<file path="config.mk">
export PLATFORM = sky130hd
export DESIGN_NAME = imm_extend_pipe
export DESIGN_NICKNAME = d
export VERILOG_FILES = /design/src/rtl/imm_ext_pkg.sv /design/src/rtl/imm_ext_skid.sv /design/src/rtl/imm_extend_pipe.sv
export SDC_FILE = /design/constraint.sdc
export NUM_CORES = 1
export LEC_CHECK = 0
export CORE_MARGIN = 2
export CORE_UTILIZATION = 30
export CTS_CLUSTER_SIZE = 20
export DETAILED_ROUTE_END_ITERATION = 8
export PLACE_DENSITY = 0.59
export SYNTH_ARGS = -nofsm -noshare
export SYNTH_HDL_FRONTEND = slang
export SYNTH_HIERARCHICAL = 1
export SYNTH_SLANG_ARGS = --single-unit
export TNS_END_PERCENT = 5
</file>
<file path="constraint.sdc">
create_clock -name clk -period 4 [get_ports clk]
set_input_delay 0.8 -clock clk [delete_from_list [all_inputs] [get_ports clk]]
set_output_delay 0.8 -clock clk [all_outputs]
set_load 0.01 [all_outputs]
</file>
<file path="src/rtl/imm_ext_pkg.sv">
// +--------------------------------------------------------------------------+
// | imm_ext_pkg : shared types and constants for the immediate extender      |
// | Rev 1.0                                                                  |
// +--------------------------------------------------------------------------+
`default_nettype none

package imm_ext_pkg;

  typedef enum logic [1:0] {
    IMM_SEXT  = 2'd0,
    IMM_ZEXT  = 2'd1,
    IMM_UPPER = 2'd2,
    IMM_RSVD  = 2'd3
  } imm_mode_e;

  localparam int BUF_DEPTH = 2;

endpackage : imm_ext_pkg

`default_nettype wire

</file>
<file path="src/rtl/imm_ext_skid.sv">
// +--------------------------------------------------------------------------+
// | imm_ext_skid : 2-entry registered valid/ready FIFO buffer                |
// | Rev 1.0                                                                  |
// +--------------------------------------------------------------------------+
`default_nettype none

module imm_ext_skid
  import imm_ext_pkg::*;
#(
  parameter int OUT_W = 32
) (
  input  logic             clk,
  input  logic             rst_n,
  input  logic             in_valid,
  output logic             in_ready,
  input  logic [OUT_W-1:0] in_data,
  output logic             out_valid,
  input  logic             out_ready,
  output logic [OUT_W-1:0] out_data
);

  localparam logic [1:0] FULL_CNT = 2'(BUF_DEPTH);

  logic [1:0]       count_q, count_d;
  logic [OUT_W-1:0] head_q, head_d;
  logic [OUT_W-1:0] tail_q, tail_d;
  logic             w_push, w_pop;

  // Handshake flags come straight from the occupancy register, so in_ready
  // never depends combinationally on out_ready.
  assign in_ready  = (count_q != FULL_CNT);
  assign out_valid = (count_q != 2'd0);
  assign out_data  = head_q;

  assign w_push = in_valid && in_ready;
  assign w_pop  = out_valid && out_ready;

  always_comb begin
    count_d = count_q;
    head_d  = head_q;
    tail_d  = tail_q;
    case (count_q)
      2'd0: begin
        if (w_push) begin
          head_d  = in_data;
          count_d = 2'd1;
        end
      end
      2'd1: begin
        if (w_push && w_pop) begin
          head_d = in_data;
        end else if (w_push) begin
          tail_d  = in_data;
          count_d = 2'd2;
        end else if (w_pop) begin
          count_d = 2'd0;
        end
      end
      default: begin
        if (w_pop) begin
          head_d  = tail_q;
          count_d = 2'd1;
        end
      end
    endcase
  end

  always_ff @(posedge clk or negedge rst_n) begin
    if (!rst_n) begin
      count_q <= 2'd0;
      head_q  <= '0;
      tail_q  <= '0;
    end else begin
      count_q <= count_d;
      head_q  <= head_d;
      tail_q  <= tail_d;
    end
  end

endmodule : imm_ext_skid

`default_nettype wire

</file>
<file path="src/rtl/imm_extend_pipe.sv">
// +--------------------------------------------------------------------------+
// | imm_extend_pipe : sign/zero/upper immediate extension into a 2-entry     |
// | elastic buffer. IMM_EXT_SHIFT_EN adds in_shamt and a 0..3 left shift.    |
// | Rev 1.0                                                                  |
// +--------------------------------------------------------------------------+
`default_nettype none

module imm_extend_pipe
  import imm_ext_pkg::*;
#(
  parameter int IN_W  = 28,
  parameter int OUT_W = 32
) (
  input  logic             clk,
  input  logic             rst_n,
  input  logic             in_valid,
  output logic             in_ready,
  input  logic [IN_W-1:0]  in_imm,
  input  logic [1:0]       in_mode,
`ifdef IMM_EXT_SHIFT_EN
  input  logic [1:0]       in_shamt,
`endif
  output logic             out_valid,
  input  logic             out_ready,
  output logic [OUT_W-1:0] out_imm
);

  logic [OUT_W-1:0] w_ext;
  logic [OUT_W-1:0] w_shifted;

  generate
    if (IN_W == OUT_W) begin : g_pass
      // No room to extend: every mode is a plain pass-through.
      assign w_ext = in_imm;
    end else begin : g_ext
      localparam int PAD_W = OUT_W - IN_W;
      always_comb begin
        case (imm_mode_e'(in_mode))
          IMM_SEXT:  w_ext = {{PAD_W{in_imm[IN_W-1]}}, in_imm};
          IMM_UPPER: w_ext = {in_imm, {PAD_W{1'b0}}};
          default:   w_ext = {{PAD_W{1'b0}}, in_imm};
        endcase
      end
    end
  endgenerate

`ifdef IMM_EXT_SHIFT_EN
  assign w_shifted = w_ext << in_shamt;
`else
  assign w_shifted = w_ext;
`endif

  imm_ext_skid #(
    .OUT_W (OUT_W)
  ) u_skid (
    .clk       (clk),
    .rst_n     (rst_n),
    .in_valid  (in_valid),
    .in_ready  (in_ready),
    .in_data   (w_shifted),
    .out_valid (out_valid),
    .out_ready (out_ready),
    .out_data  (out_imm)
  );

endmodule : imm_extend_pipe

`default_nettype wire
</file>
[Yosys cells after proc, flatten, opt, wreduce, memory -nomap -nowiden]
Index checks and enable logic that the tools add are counted.
Word-level totals
  register bits: 66
  bits in latches: 0
  bits in writable memories: 0
  memory bits (read-only): 0
  logic and storage cells: 32
  memories: 0
Operators by class
  $add $sub $neg: 0
  multipliers: 0
  divide/modulo/power cells: 0
  $lt $le $gt $ge: 0
  equality and inequality tests: 7
  shift operators: 0
  muxes and demuxes: 11
  bitwise operators: 1
  reductions and logical operators: 10
Operator list (count)
  32-bit one-hot mux with 2 select lines: 2
  32-bit two-way mux: 3
  2-bit two-way mux: 5
  3-bit AND reduction: 2
  2-bit zero test: 2
  2-bit by 1-bit != test with 1-bit output (second input constant): 2
  2-bit != test (second input constant): 2
  2-bit one-hot mux with 2 select lines: 1
  4-bit AND reduction: 1
  1-bit logical AND: 3
  3-bit by 1-bit != test with 1-bit output (second input constant): 1
  3-bit nonzero test: 1
  2-bit by 1-bit == test with 1-bit output (second input constant): 1
  2-bit == test (second input constant): 1
  2-bit nonzero test: 1
  1-bit inverter: 1

[Depth between registers and ports, before layout]
  depth after elaboration: 6
  gate-level depth with buffers: 6

[By module]
Netlist, hierarchy kept.
By module, submodules not included
  imm_ext_skid: instances 1, cells each 183, area an instance 2941.6 um^2, seq. area each 1651.6 um^2
  imm_extend_pipe: instances 1, cells each 40, area an instance 444.2 um^2, seq. area each 0.0 um^2

[Least setup slack after synthesis]
Ideal clock, no wire load.
  path type: input -> register
  start point: input in_mode[0]
  end point: register u_skid.head_q[4], in the netlist u_skid/out_data[4]
  library setup time: 0.125 ns
  arrival: 2.022 ns
  setup slack: 1.854 ns
  cell stages on the path: 6
  path buffers: 2
  cells stage by stage: nand2b_1 buf_6 buf_12 mux2_4 mux2_1 mux2_2
Between the ends
  word-level cells in the longest chain between the ends: 4
Ends and longest elaborated chain
  start, declared: line imm_extend_pipe.sv:19  | input logic [1:0] in_mode,
  2-bit == test / 2-bit zero test (equally long branches): line imm_extend_pipe.sv:38  | case (imm_mode_e'(in_mode))
  32-bit one-hot mux with 2 select lines *: line imm_extend_pipe.sv:38
  named net w_ext[4]: line imm_extend_pipe.sv:28  | logic [OUT_W-1:0] w_ext;
  32-bit two-way mux, on equally long branches: line imm_ext_skid.sv:50, imm_ext_skid.sv:44
  32-bit one-hot mux with 2 select lines *: line imm_ext_skid.sv:42  | case (count_q)
  end signal, assigned: line imm_ext_skid.sv:71  | head_q <= '0;
  end signal, assigned: line imm_ext_skid.sv:75  | head_q <= head_d;
  end, declared: line imm_ext_skid.sv:25  | logic [OUT_W-1:0] head_q, head_d;
The timed path passes the listed nets; every way through them passes the cells marked *. The select of a mux whose other input is x is not followed.
A chain may end at the register's enable or synchronous reset.

[Worst setup path after layout]
  start point: register u_skid.count_q[1]
  end point: output out_valid
Between the ends
  word-level cells in the longest chain between the ends: 1
Ends and longest elaborated chain
  start, declared: line imm_ext_skid.sv:24  | logic [1:0] count_q, count_d;
  start signal, assigned: line imm_ext_skid.sv:74  | count_q <= count_d;
  2-bit nonzero test: line imm_ext_skid.sv:32  | assign out_valid = (count_q != 2'd0);
  end, declared: line imm_extend_pipe.sv:23  | output logic out_valid,
No other way between the ends.

==> flow_metrics.tcl <==
set metrics [dict create \
    core-area_um2 10900 \
    synth_cells 223 \
    synth_compound_area_share_pct 1.44 \
    dieHeight_um 110 \
    regArea_um2 1650 \
    drt_iter0_markers 59 \
    detail-route-antenna-nets 0 \
    yosys.area_share.simple_pct 2.73 \
    die_x_um 110 \
    track_usage_pct 12.4 \
    vias_per_cell 4.68 \
    wl_per_cell_um 16.4 \
    nFillCells 1078 \
    fmax_mhz 339 \
    htree_num_levels 3 \
    yosysSeqAreaShare_pct 48.8 \
    synth_xor_xnor_area_share_pct 0 \
    cts_tree "done" \
    synth_nets 257 \
    drc 0 \
    synth_cell_types 17 \
    synth_area_um2 3390 \
    maxSlewViolCount 0 \
    power.density_nw_per_um2 587 \
    yosysWarnings 6 \
    peakVddDrop_mv 0.218 \
    cp_slowest_stage_delay_ns 1.00 \
    globalRouteOverflowTotal 0 \
    cts_made_buffers 9 \
    outcome "finished, final reports clean" \
    dp_slack_ns 0.860 \
    p_leak_nw 1.84 \
    clock_sinks 66 \
    arrival_ns 2.15 \
    setup_viol 0 \
    cts_resized 0 \
    gp_congestion 0.763 \
    grt_start_max_net_pins 67 \
    critPathSlowestCell "dfrtp_2" \
    drv_cap 0 \
    wl_mm 7.14 \
    rsz0062_at_grt "no" \
    postCtsSetupBuffers 0 \
    ios 68 \
    setup_tns_ns 0 \
    post-route-period-util_pct 73.8 \
    rows 38 \
    required_ns 3.20 \
    worst_hold_slack_ns 0.484 \
    drive_gt1_share_pct 46.8 \
    ys_ff_latch 66 \
    finalCriticalPeriod_ns 2.95 \
    vias 2034 \
    muxShareOfSynthArea_pct 42.4 \
    first_pass_iters 4 \
    avgSynthCellArea_um2 15.2 \
    design_area_um2 4390 \
    postPlaceCellArea_um2 4100 \
    final_nets 325 \
    n_antenna_cell 0 \
    yosysTopAreaCellShare_pct 48.8 \
    clockBufferDepth 2 \
    multi_input_area_um2 1580 \
    start_util_pct 31.0 \
    synth_top_family_by_area "multiplexers" \
    synthToLayoutAreaGrowth_pct 29.8 \
    setup_slack_ns 1.05 \
    grt_pass1_wl_mm 11.2 \
    path_clk_slew_ns 0.06 \
    first_global_vias 2144 \
    cts_root_buf "clkbuf_16" \
    endpoint_kind "output port" \
    startpoint_type "flop" \
    finish.utilization_pct 40.2 \
    place_hpwl_mm 4.63 \
    insertion_delay_ns 0.32 \
    min_path_type "reg2reg" \
    synthTopCellsByArea "dfrtp_1 49%, mux2_2 33%, mux2_4 7.1%" \
    tightest_slew_ns 0.973 \
    synth_fa_ha_area_share_pct 0 \
    crit_type "reg2out" \
    worst-path-max-fanout 39 \
    port_buffers 67 \
    fin_worst_skew_ns 0.00815 \
    synth_area_leader_cell "dfrtp_1" \
    postCtsHoldBufs 0 \
    slew_headroom_pct 35.1 \
    crit_chain "nor2_1 > inv_1 > clkdlybuf4s50_1" \
    antenna_found_initial 0 \
    dieArea_um2 12200 \
    hold_viol_final 0 \
]
-- registers in the layout, indices dropped and copies added, names as in the netlist --
register,flops
u_skid/out_data,32
u_skid/tail_q,32
u_skid/count_q,2
-- synthesized netlist by cell type, drive strengths merged --
cell,number
buf,13
mux2,122
and2,4
nand2,4
nand2b,3
o22ai,1
inv,1
a21oi,4
o22a,1
and2b,1
dfrtp,66
nor2,2
nor3,1
-- per-layer routing --
layer / track usage, % / routed length, um
met5: 0 / 0
met4: 3.75 / 60
met3: 3.06 / 286
met2: 21.1 / 3520
met1: 15.5 / 3270
-- logic make-up after synthesis --
logic type | count (synthesis)
DFF | 66
muxes | 122
AOI/OAI and AO/OA | 6
and+or+nand+nor | 15
buffers and inverters | 14
-- worst max-delay path, delay by kind of cell, from the launching register on --
family        cells  cell delay [ns]
flops             1             1.00
buf+inv           2             0.62
simple gates      1             0.21
-- layout by cell type (no fill, tap or decap) --
master and count:
mux2_2 99, clkdlybuf4s50_1 66, dfrtp_1 65, mux2_4 16, clkbuf_16 9, mux2_1 7
and2_1 4, a21oi_1 4, nand2_1 3, buf_4 3, nand2b_1 2, clkinv_2 2
clkbuf_8 2, nor2_1 2, nand2b_2 1, and2b_1 1, bufinv_16 1, clkbuf_1 1
buf_2 1, inv_1 1, o22ai_4 1, nand2_2 1, o22a_1 1, nor3_4 1
dfrtp_2 1
-- per-stage QoR --
| step | instances | power (mW) |
|---|---|---|
| 2_1_floorplan | 223 | 1.47 |
| 3_3_place_gp | 420 | 1.81 |
| 3_5_place_dp | 420 | 1.83 |
| 4_1_cts | 435 | 2.62 |
| 5_1_grt | 435 | 2.72 |
| 6_report | 435 | 2.58 |
-- path summary, 6_finish.rpt --
check	cells past startpoint	from	to	slack [ns]
setup / recovery	3	u_skid/count_q[1]$_DFFE_PN0P_	out_valid	1.05
hold / removal	1	u_skid/tail_q[5]$_DFFE_PN0P_	u_skid/tail_q[5]$_DFFE_PN0P_	0.48
setup reg to reg	4	u_skid/count_q[1]$_DFFE_PN0P_	u_skid/out_data[23]$_DFFE_PN0P_	1.67
hold reg to reg	1	u_skid/tail_q[5]$_DFFE_PN0P_	u_skid/tail_q[5]$_DFFE_PN0P_	0.48
max in group asynchronous	2	rst_n	u_skid/count_q[1]$_DFFE_PN0P_	2.76
min in group asynchronous	2	rst_n	u_skid/count_q[1]$_DFFE_PN0P_	0.66
-- cell type report --
| type | count | share of cell area [%] |
|---|---|---|
| clock inverter | 3 | 0.911 |
| multi-input combinational | 143 | 35.9 |
| tap | 140 | 3.99 |
| inverter | 1 | 0.0854 |
| timing repair buffer | 70 | 15.7 |
| clock buffer | 12 | 5.84 |
| sequential | 66 | 37.6 |
-- power breakdown --
group | switching [mW] | internal (mW)
Combinational | 0.257 | 0.504
Clock | 0.264 | 0.510
Sequential | 0.137 | 0.910
Total | 0.657 | 1.92
Note: power is estimated with default switching activity, not from simulation.
